### src/rtl/slice_dyn.sv
// rtl/slice_dyn.sv - runtime-programmable multi-channel bit slicer
//
// Purpose:
//   Takes NUM_CHANNELS input words per beat. For each channel it extracts an
//   OUTPUT_WIDTH-bit field at that channel's active offset. Offsets are written
//   into shadow registers through the cfg port. A sync pulse copies all of them
//   into the active set at once. Sliced beats go into a 2-entry output FIFO.
//
// Ports:
//   clk, rst_n    clock, asynchronous active-low reset
//   cfg_we        write cfg_offset into shadow[cfg_chan]
//   cfg_chan      channel select for the cfg write
//   cfg_offset    slice offset for that channel
//   sync          commit every shadow offset into the active set
//   cfg_err       sticky flag, set by a dropped (out-of-range) cfg write
//   in_valid      input beat valid
//   in_ready      input beat accepted when in_valid & in_ready (registered)
//   in_data       NUM_CHANNELS input words, ch0 in the LSBs
//   out_valid     output beat valid
//   out_ready     downstream accepts when out_valid & out_ready
//   out_data      NUM_CHANNELS sliced fields, ch0 in the LSBs
module slice_dyn #(
  parameter int INPUT_DATA_WIDTH  = 32,
  parameter int OUTPUT_WIDTH      = 8,
  parameter int NUM_CHANNELS      = 4,
  parameter int OFFSET_REL_TO_MSB = 1,
  localparam int CHAN_W = (NUM_CHANNELS > 1) ? $clog2(NUM_CHANNELS) : 1,
  localparam int OFF_W  = (INPUT_DATA_WIDTH > 1) ? $clog2(INPUT_DATA_WIDTH) : 1
) (
  input  logic                                     clk,
  input  logic                                     rst_n,
  input  logic                                     cfg_we,
  input  logic [CHAN_W-1:0]                        cfg_chan,
  input  logic [OFF_W-1:0]                         cfg_offset,
  input  logic                                     sync,
  output logic                                     cfg_err,
  input  logic                                     in_valid,
  output logic                                     in_ready,
  input  logic [NUM_CHANNELS*INPUT_DATA_WIDTH-1:0] in_data,
  output logic                                     out_valid,
  input  logic                                     out_ready,
  output logic [NUM_CHANNELS*OUTPUT_WIDTH-1:0]     out_data
);

  localparam int OUT_BUS = NUM_CHANNELS * OUTPUT_WIDTH;
  localparam int MAX_OFF = INPUT_DATA_WIDTH - OUTPUT_WIDTH;

  logic [OFF_W-1:0]   shadow_q [NUM_CHANNELS];
  logic [OFF_W-1:0]   shadow_d [NUM_CHANNELS];
  logic [OFF_W-1:0]   active_q [NUM_CHANNELS];
  logic [OFF_W-1:0]   active_d [NUM_CHANNELS];
  logic               cfg_err_q, cfg_err_d;

  logic [OUT_BUS-1:0] mem_q [2];
  logic [OUT_BUS-1:0] mem_d [2];
  logic               wr_ptr_q, wr_ptr_d;
  logic               rd_ptr_q, rd_ptr_d;
  logic [1:0]         count_q, count_d;
  logic               in_ready_q, in_ready_d;
  logic               out_valid_q, out_valid_d;
  logic [OUT_BUS-1:0] out_data_q, out_data_d;

  logic               cfg_bad;
  logic               push, pop;
  logic [OUT_BUS-1:0] slice_data;

  // Configuration: shadow write, atomic commit, sticky error
  always_comb begin
    cfg_bad   = cfg_we && ((int'(cfg_chan) >= NUM_CHANNELS) || (int'(cfg_offset) > MAX_OFF));
    cfg_err_d = cfg_err_q | cfg_bad;
    for (int c = 0; c < NUM_CHANNELS; c++) begin
      shadow_d[c] = shadow_q[c];
      if (cfg_we && !cfg_bad && (int'(cfg_chan) == c)) begin
        shadow_d[c] = cfg_offset;
      end
      // Commit the post-write shadow so a write in the sync cycle is included
      active_d[c] = sync ? shadow_d[c] : active_q[c];
    end
  end

  // Slicing always uses the currently active offsets, so a beat accepted in
  // the sync cycle still sees the old set.
  always_comb begin
    slice_data = '0;
    for (int c = 0; c < NUM_CHANNELS; c++) begin
      logic [INPUT_DATA_WIDTH-1:0] word;
      logic [INPUT_DATA_WIDTH-1:0] shifted;
      logic [OFF_W-1:0]            lsb;
      word = in_data[c*INPUT_DATA_WIDTH +: INPUT_DATA_WIDTH];
      // MSB-relative offset o selects bits [W-1-o -: OUT], whose LSB is W-OUT-o
      if (OFFSET_REL_TO_MSB != 0) begin
        lsb = OFF_W'(MAX_OFF) - active_q[c];
      end else begin
        lsb = active_q[c];
      end
      shifted = word >> lsb;
      slice_data[c*OUTPUT_WIDTH +: OUTPUT_WIDTH] = shifted[OUTPUT_WIDTH-1:0];
    end
  end

  // Output FIFO, 2 entries
  always_comb begin
    push     = in_valid && in_ready_q;
    pop      = out_valid_q && out_ready;
    mem_d[0] = mem_q[0];
    mem_d[1] = mem_q[1];
    if (push) begin
      mem_d[wr_ptr_q] = slice_data;
    end
    wr_ptr_d = wr_ptr_q ^ push;
    rd_ptr_d = rd_ptr_q ^ pop;
    case ({push, pop})
      2'b10:   count_d = count_q + 2'd1;
      2'b01:   count_d = count_q - 2'd1;
      default: count_d = count_q;
    endcase
    in_ready_d  = (count_d < 2'd2);
    out_valid_d = (count_d != 2'd0);
    // Head is held while nothing is buffered; it only changes on push/pop
    out_data_d  = out_valid_d ? mem_d[rd_ptr_d] : out_data_q;
  end

  always_ff @(posedge clk or negedge rst_n) begin
    if (!rst_n) begin
      for (int c = 0; c < NUM_CHANNELS; c++) begin
        shadow_q[c] <= '0;
        active_q[c] <= '0;
      end
      cfg_err_q   <= 1'b0;
      mem_q[0]    <= '0;
      mem_q[1]    <= '0;
      wr_ptr_q    <= 1'b0;
      rd_ptr_q    <= 1'b0;
      count_q     <= 2'd0;
      in_ready_q  <= 1'b1;
      out_valid_q <= 1'b0;
      out_data_q  <= '0;
    end else begin
      for (int c = 0; c < NUM_CHANNELS; c++) begin
        shadow_q[c] <= shadow_d[c];
        active_q[c] <= active_d[c];
      end
      cfg_err_q   <= cfg_err_d;
      mem_q[0]    <= mem_d[0];
      mem_q[1]    <= mem_d[1];
      wr_ptr_q    <= wr_ptr_d;
      rd_ptr_q    <= rd_ptr_d;
      count_q     <= count_d;
      in_ready_q  <= in_ready_d;
      out_valid_q <= out_valid_d;
      out_data_q  <= out_data_d;
    end
  end

  assign cfg_err   = cfg_err_q;
  assign in_ready  = in_ready_q;
  assign out_valid = out_valid_q;
  assign out_data  = out_data_q;

endmodule
### config.mk
export PLATFORM = sky130hd
export DESIGN_NAME = slice_dyn
export DESIGN_NICKNAME = d
export VERILOG_FILES = /design/src/rtl/slice_dyn.sv
export SDC_FILE = /design/constraint.sdc
export NUM_CORES = 1
export LEC_CHECK = 0
export ABC_AREA = 1
export CAP_MARGIN = 10
export CORE_MARGIN = 1.5
export CORE_UTILIZATION = 40
export DETAILED_ROUTE_END_ITERATION = 8
export GPL_TIMING_DRIVEN = 1
export SYNTH_ARGS = -nofsm -noshare
export SYNTH_HDL_FRONTEND = slang
export SYNTH_SLANG_ARGS = --single-unit
### constraint.sdc
create_clock -name clk -period 2.8 [get_ports clk]
set_input_delay 0.42 -clock clk [delete_from_list [all_inputs] [get_ports clk]]
set_output_delay 0.42 -clock clk [all_outputs]
set_load 0.01 [all_outputs]
# Yosys cells after proc, flatten, opt, wreduce, memory -nomap -nowiden
# Cells that the tools add are included.
[classes]
n_addsub = 6
n_lt_le_gt_ge = 5
eq_ne = 5
shifts = 4
mux = 12
bitwise_logic = 5
n_reduce_logical = 12
[op_table]
columns = ["cell", "n"]
rows = [
  ["$mux 32", 4],
  ["$shr 32x5->8", 4],
  ["$bwmux 64", 1],
  ["$mux 64", 1],
  ["$demux 32 s1", 1],
  ["$mux 5", 4],
  ["$sub 5x5->5 const A", 4],
  ["$logic_and 1x1->1", 9],
  ["$eq 2x2->1 const B", 3],
  ["$gt 5x5->1 const B", 1],
  ["$eq 2x1->1 const B", 2],
  ["$ge 2x2->1 const B", 2],
  ["$not 1->2", 2],
  ["$pmux 2 s2", 1],
  ["$add 2x1->2 const B", 1],
  ["$logic_not 2->1", 1],
  ["$lt 2x1->1 const B", 1],
  ["$lt 2x2->1 const B", 1],
  ["$reduce_bool 2->1", 1],
  ["$sub 2x1->2 const B", 1],
  ["$xor 1x1->1", 2],
  ["$logic_not 1->1", 1],
  ["$or 1x1->1", 1],
]
[word_totals]
register_bits = 143
inputBits = 141
elab_cells = 66

# Depth between registers and ports, before layout
[logic_depth]
word_depth = 10
ltp_mapped = 17
depth_no_buf = 14

# Worst setup path after synthesis
# OpenSTA, ideal clock, no wires.
[synth_path]
path_kind = "register -> register"
startpoint = "reg active_q[5] in the netlist's numbering"
endpoint = "reg out_data_q[18], in the netlist out_data[18]"
arrival_time_ns = 2.102
t_required_ns = 2.682
setup_slack_ns = 0.580
path_stages_with_launch = 16
n_path_buf = 3
synth_period_minus_slack_ns = 2.220
cell_sequence = "dfrtp_1 -> inv_2 -> buf_4 -> buf_4 -> ha_1 -> inv_1 -> clkbuf_1 -> nand3_1 -> nand3_1 -> nand2_1 -> nand2_1 -> nand3_1 -> nand3_1 -> nand3_1 -> nand3_1 -> nand2_1"
[synth_via]
elab_chain_cells = 7
[synth_rtl]
columns = ["element", "line", "source"]
rows = [
  ["start, declared", "50", "logic [OFF_W-1:0] active_q [NUM_CHANNELS];"],
  ["start signal, assigned by index", "141", "active_q[c] <= active_d[c];"],
  ["$sub 5x5->5", "92", "lsb = OFF_W'(MAX_OFF) - active_q[c];"],
  ["$shr 32x5->8", "96", "shifted = word >> lsb;"],
  ["$bwmux 64", "108", "mem_d[wr_ptr_q] = slice_data;"],
  ["$mux 64", "107", "if (push) begin"],
  ["$mux 32 (not written as such) (3 in a row)", "120", "out_data_d = out_valid_d ? mem_d[rd_ptr_d] : out_data_q;"],
  ["end signal, assigned", "151", "out_data_q <= out_data_d;"],
  ["end, declared", "61", "logic [OUT_BUS-1:0] out_data_q, out_data_d;"],
]
# No other way between the ends. The select of a mux whose other input is x is not followed.
# A chain may end at the register's enable or synchronous reset.

# Final worst setup path
[layout_path]
startpoint = "reg active_q[5] in the netlist's numbering"
endpoint = "reg out_data_q[20], in the netlist out_data[20]"
# The elaborated chain is that of the path after synthesis.

==> run metrics <==
status=complete, no violations; placed cell areas=roughly 13,000 um^2; Critical Path RT=3.11 ns; crit end category=flip-flop; Post-synth EDFFs=0; Cells on Worst Hold Path=1; postcts setup bufs=0; synth cell count leaders=767 x nand2_1, 663 x nand3_1, 142 x dfrtp_1; Die Span Y=170.6 um; Register-to-Register Path Depth=13; core outline area=27,710 um^2; Max-cap violations=0; clock buffer depth=2; Via density=5.331; Yosys Warn Count=0; initial core utilization=between 40 and 50%; GR Overflow Total=0; H-tree levels=4; Final setup viols=0; CTS buffer count=17; synthesized net count=2,014; CP arrival=2.72 ns; pwr dens=1019 nW/um^2; ranking of synthesized cells by area=dfrtp_1 32%, nand3_1 30%, nand2_1 26%, o21ai_0 1.9%, buf_2 1.9%; Leakage=roughly 6.9 nW; hold crit path type=reg -> reg; setup TNS=0 ns; nets=2,133; first-pass GRT wire length=57,790 um; crit path time final=2.418 ns; post-synthesis sequential area ratio=31.86%; CP cell instances=inv_2 > ha_1 > inv_1 > buf_4 > nand3_1 > nand2_1 > nand2_1 > nand3_1 > nand3_1 > nand3_1 > nand3_1 > nand3_1 > nand2_1; most common cell in the netlist=nand2_1; Peak supply drop=446.7 uV; Syn Inst Count=1,868; initial antenna violation count=0; synthesized area per cell=6.016 um^2; root buffer cell=clkbuf_16; Overall Global Routing Usage=24.38%; Finished Cell Area=13,800 um^2; fraction of layout instances using a drive strength above 1=4.700%; Peak Freq=roughly 410 MHz; reg2reg end=out_data[20]; Worst Path Max Fanout=32; WHS Endpoint=cfg_err; delay of the slowest critical-path stage=0.38 ns; Slew headroom=53.81%; RR Startpoint=active_q[5]; Most common cell on crit path=nand3_1; CP Launch Type=flip-flop; Final Cycle Share=between 80% and 90%; area grow syn2layout=22.78%; post-route ant nets=0; R2R Setup Slk=0.38 ns; Main synth FF type=dfrtp_1; vias in the first global route=11,571; # port buffers=175; post-synth top area share=31.62%; synth unique cells=25; Clock Sinks=~140; largest net degree at the start of global routing=56; area leader, netlist=dfrtp_1; vias post-DR=12,678; final hold viol count=0; Die W=170.6 um; unrepaired setup endpoints after global routing=no; dpl hpwl=25,760 um; max-slew violation total from the final report=0; Filler cells=2,932; Post-Syn Area=between 10,000 and 15,000 um^2; DR iter-0 viols=around 1,100; worst-case clock skew=approximately 0.010 ns; Hold Startpoint=cfg_err; CP Class=reg -> reg; routed length per instance=14.81 um; DRC viols=0; full die area=around 29,000 um^2; IO Count=176; Ant. Diodes=0; TritonCTS clock tree=built; async set-or-reset flop fraction in the synthesized netlist=between 90% and 100%; final WL=35,220 um; Tightest Pin Transition=0.6921 ns; Yosys reg bits=143; Clk Latency, worst-skew pair=0.42 ns; CP max stage cell=dfrtp_1; gpl congestion=0.8909; clock-pin slew on the worst setup and hold paths=0.06 ns; Rows=61; DR pass1 iterations=6
sequential cells by signal, indices dropped and copies added, names as in the netlist:
name and count:
cfg_err 1, in_ready 1, mem_q 64, out_valid 1, count_q 2, active_q 20, out_data 32, shadow_q 20
rd_ptr_q 1, wr_ptr_q 1
power by group:
| part | switching, mW | internal, mW | total, mW | leakage, nW |
|---|---|---|---|---|
| clock network | 0.908 | 1.33 | 2.23 | 0.274 |
| registers | 0.410 | 2.91 | 3.32 | 1.77 |
| logic | 5.45 | 3.05 | 8.50 | 4.82 |
| total | 6.77 | 7.29 | 14.1 | 6.87 |
cells by family (layout without fill, tap and decap cells):
| family | Yosys count | count (layout) | share of synthesized area, % |
|---|---|---|---|
| adder cells (fa/ha/maj) | 5 | 5 | 0.5567 |
| XOR/XNOR | 2 | 2 | 0.1559 |
| flip-flops | 143 | 143 | 31.86 |
| buffers and inverters | 161 | 293 | 6.714 |
| AND/OR/NAND/NOR | 1496 | 1496 | 57.98 |
| AO/OA/AOI/OAI | 61 | 61 | 2.739 |
critical path: cells and delay by family (launching register included):
| family | cells | cell delay (ns) |
|---|---|---|
| AND/OR/NAND/NOR | 9 | 1.03 |
| flip-flops | 1 | 0.38 |
| adder cells (fa/ha/maj) | 1 | 0.30 |
| buffers and inverters | 3 | 0.59 |
cells in the final DEF (no fill, tap or decap), drive strengths merged:
cell and n:
nand2 773, nand3 663, clkdlybuf4s50 174, dfrtp 142, o21ai 56, inv 54
nor2 37, buf 36, clkbuf 18, or2 10, and2 10, ha 5
a21oi 4, clkinvlp 4, clkinv 4, nor3 2, bufinv 2, xnor2 1
xor2 1, or3 1, a21o 1, dlygate4sd3 1, dfstp 1
timing repair:
| item | 4_1_cts | 5_1_grt |
|---|---|---|
| gates resized for setup | 0 | 0 |
| endpoints found under the hold margin | 43 | 0 |
| hold buffers | 1 | 0 |
worst max-delay path by stage:
stage / startpoint / end / slack [ns]
global placement: in_valid / out_data[25] / 0.34
floorplan: active_q[5] / out_data[18] / 0.58
finish: active_q[5] / out_data[20] / 0.38
detailed placement: in_valid / out_data[25] / 0.26
global route: active_q[5] / out_data[17] / 0.12
CTS: active_q[5] / out_data[23] / 0.40
stage by stage:
step / setup WS [ns] / std cells / power [mW] / hold WS, ns / utilization, %
after detailed placement: 0.2585 / 2345 / 11.87 / 0.3916 / 47.65
after floorplan: 0.5801 / 1868 / 9.254 / 0.1244 / -
after CTS: 0.4039 / 2378 / 14.15 / 0.4708 / 49.80
after global placement: 0.3359 / 2345 / 11.79 / 0.3796 / 47.65
final: 0.3822 / 2378 / 14.06 / 0.4691 / 49.80
after global routing: 0.1219 / 2378 / 15.44 / 0.4905 / 49.80
final cells by class:
cell class	instances	area (um^2)	area share, %
multi-input combinational	1564	6920	50.16
clock inverter	14	156.4	1.134
inverter	50	187.7	1.360
clock buffer	18	429.2	3.111
sequential	143	3580	25.95
timing repair buffer	211	2051	14.86
tap	378	473.0	3.428
layer usage:
layer	vias to the layer above	GRT usage, %	part of all wire, %	wire length (um)
li1	6474	-	-	-
met1	5775	33.37	46	16380
met4	0	6.733	2.1	742
met2	389	40.09	46	16140
met3	40	3.470	5.6	1968
met5	-	0	0	0
(Power assumes the default switching activity.)
==> RTL change: new RTL, same flow settings <==
Set the parameter `OFFSET_REL_TO_MSB` to 0 (it was 1).
--- a/src/rtl/slice_dyn.sv
+++ b/src/rtl/slice_dyn.sv
@@ -23,7 +23,7 @@
   parameter int INPUT_DATA_WIDTH  = 32,
   parameter int OUTPUT_WIDTH      = 8,
   parameter int NUM_CHANNELS      = 4,
-  parameter int OFFSET_REL_TO_MSB = 1,
+  parameter int OFFSET_REL_TO_MSB = 0,
   localparam int CHAN_W = (NUM_CHANNELS > 1) ? $clog2(NUM_CHANNELS) : 1,
   localparam int OFF_W  = (INPUT_DATA_WIDTH > 1) ? $clog2(INPUT_DATA_WIDTH) : 1
 ) (
Formal check against the unedited RTL: not equivalent (Yosys sat finds a counterexample within 4 cycles, from zero or initial values and one cycle with rst_n low).
==> RTL change against the unedited design <==
Global-route usage decreased by 0.53 points. Sequential cell count did not move. Power shrank 14%. Synthesized cell count down 1.3%. Wire length fell by 5.4%. Hold slack got worse by 0.45 ns. Worst setup slack gained 0.13 ns. Cell area fell by 3.1%. Area after synthesis fell by 3.6%. Cell count shrank 2.4%. Non-clock buffer count fell by 6. Core utilization grew 0.094 points. Critical endpoint is now out_data[5]$_DFFE_PN0P_. Largest cell class unchanged. Highest routed layer unchanged.
==> RTL change: results (changes against the unedited design) <==
status finished clean; Area contributors post-synth dfrtp_1, nand2_1, nand3_1, nor2_1, buf_2; number of global-route vias before repair 11210 (-3.2%); final wirelength 33320 um (-5.4%); Worst-Skew Late Latency 0.42 ns (about the same); gp weighted congestion 0.8998 (+1.0%); syn nets 1985 (-1.4%); layout cell share with drive strength beyond 1 4.190% (-0.51 points); XOR/XNOR Fraction of Synth Area 0.2309% (+0.075 points); Slowest cell on crit path nor2_1; post-synth cell types 24 (-4.0%); Post-Synth Adder-Cell Area 0.1155% (-0.44 points); CP max stage delay 0.70 ns (+0.32 ns); TNS Setup 0 ns (unchanged); synth warn 0 (unchanged); Compound-Gate Fraction of Synth Area 2.148% (-0.59 points); post-synthesis sequential area ratio 33.03% (+1.2 points); final non-filler cell total 2322 (-2.4%); First DRT Iteration DRCs 940 (-15%); peak supply drop 0.4908 mV (+9.9%); first-pass GRT wire length 55120 um (-4.6%); GRT Total Usage 23.84% (-0.53 points); P_leak 6.915 nW (+0.69%); Reg2Reg Setup Slack 0.51 ns (+0.13 ns); Post-Place Cell Area 12830 um2 (-2.8%); Hold WC Path Type input pin to asynchronous set/reset pin; largest net degree at the start of global routing 72 (+29%); Slew HR 23.51% (-30 points); CP arrival 2.65 ns (-0.07 ns); Commonest cells post-synth nand2_1, nand3_1, dfrtp_1
==> RTL change: worst paths after layout <==
kind,endpoint,depth (start not counted)
worst min-delay path,mem_q[52]$_DFF_PN0_,1
worst max-delay path,out_data[5]$_DFFE_PN0P_,9
min in group clk,cfg_err$_DFF_PN0_,1
max in group asynchronous,active_q[0]$_DFFE_PN0P_,2
worst min register to register,cfg_err$_DFF_PN0_,1
worst max register to register,out_data[5]$_DFFE_PN0P_,9
==> RTL change: kinds of logic after synthesis <==
family          Yosys count
simple gates           1495
flops                   143
compound gates           46
fa+ha+maj                 1
xor+xnor                  2
buf+inv                 156
==> RTL change: cell type report <==
cell class                 instances  area [um2]
clock inverter                    10       90.09
timing repair buffer             205        2003
tap                              341       426.7
sequential                       143        3580
inverter                          58       217.7
clock buffer                      21       450.4
fill                            2802       13430
multi-input combinational       1544        6604
==> RTL change: worst register-to-register path, delay by kind of cell (launching register included) <==
family	cells	cell delay (ns)
buffers and inverters	2	0.30
DFF	1	0.60
AOI/OAI and AO/OA	1	0.21
and+or+nand+nor	6	1.12
==> RTL change: layer usage <==
metal	wire [um]	GRT usage, %	part of all wire, %
met1	15930	33.28	48
met2	15620	39.24	47
met3	1340	3.191	4.0
met4	431	5.366	1.3
met5	0	0	0
==> RTL change: power by group <==
part           internal [W]  switching [W]
registers           0.00293       0.000423
clock network       0.00124       0.000854
logic               0.00249        0.00416
total               0.00666        0.00544
==> RTL change: metrics by stage <==
step / hold WS [ns] / total power, W / setup WS, ns
6_report: 0.01823 / 0.01210 / 0.5128
5_1_grt: 0.05729 / 0.01324 / 0.1790
4_1_cts: 0.03009 / 0.01216 / 0.5234
3_5_place_dp: 0.4468 / 0.01003 / 0.2267
3_3_place_gp: 0.4488 / 0.009938 / 0.3120
2_1_floorplan: 0.1244 / 0.007798 / 0.8863
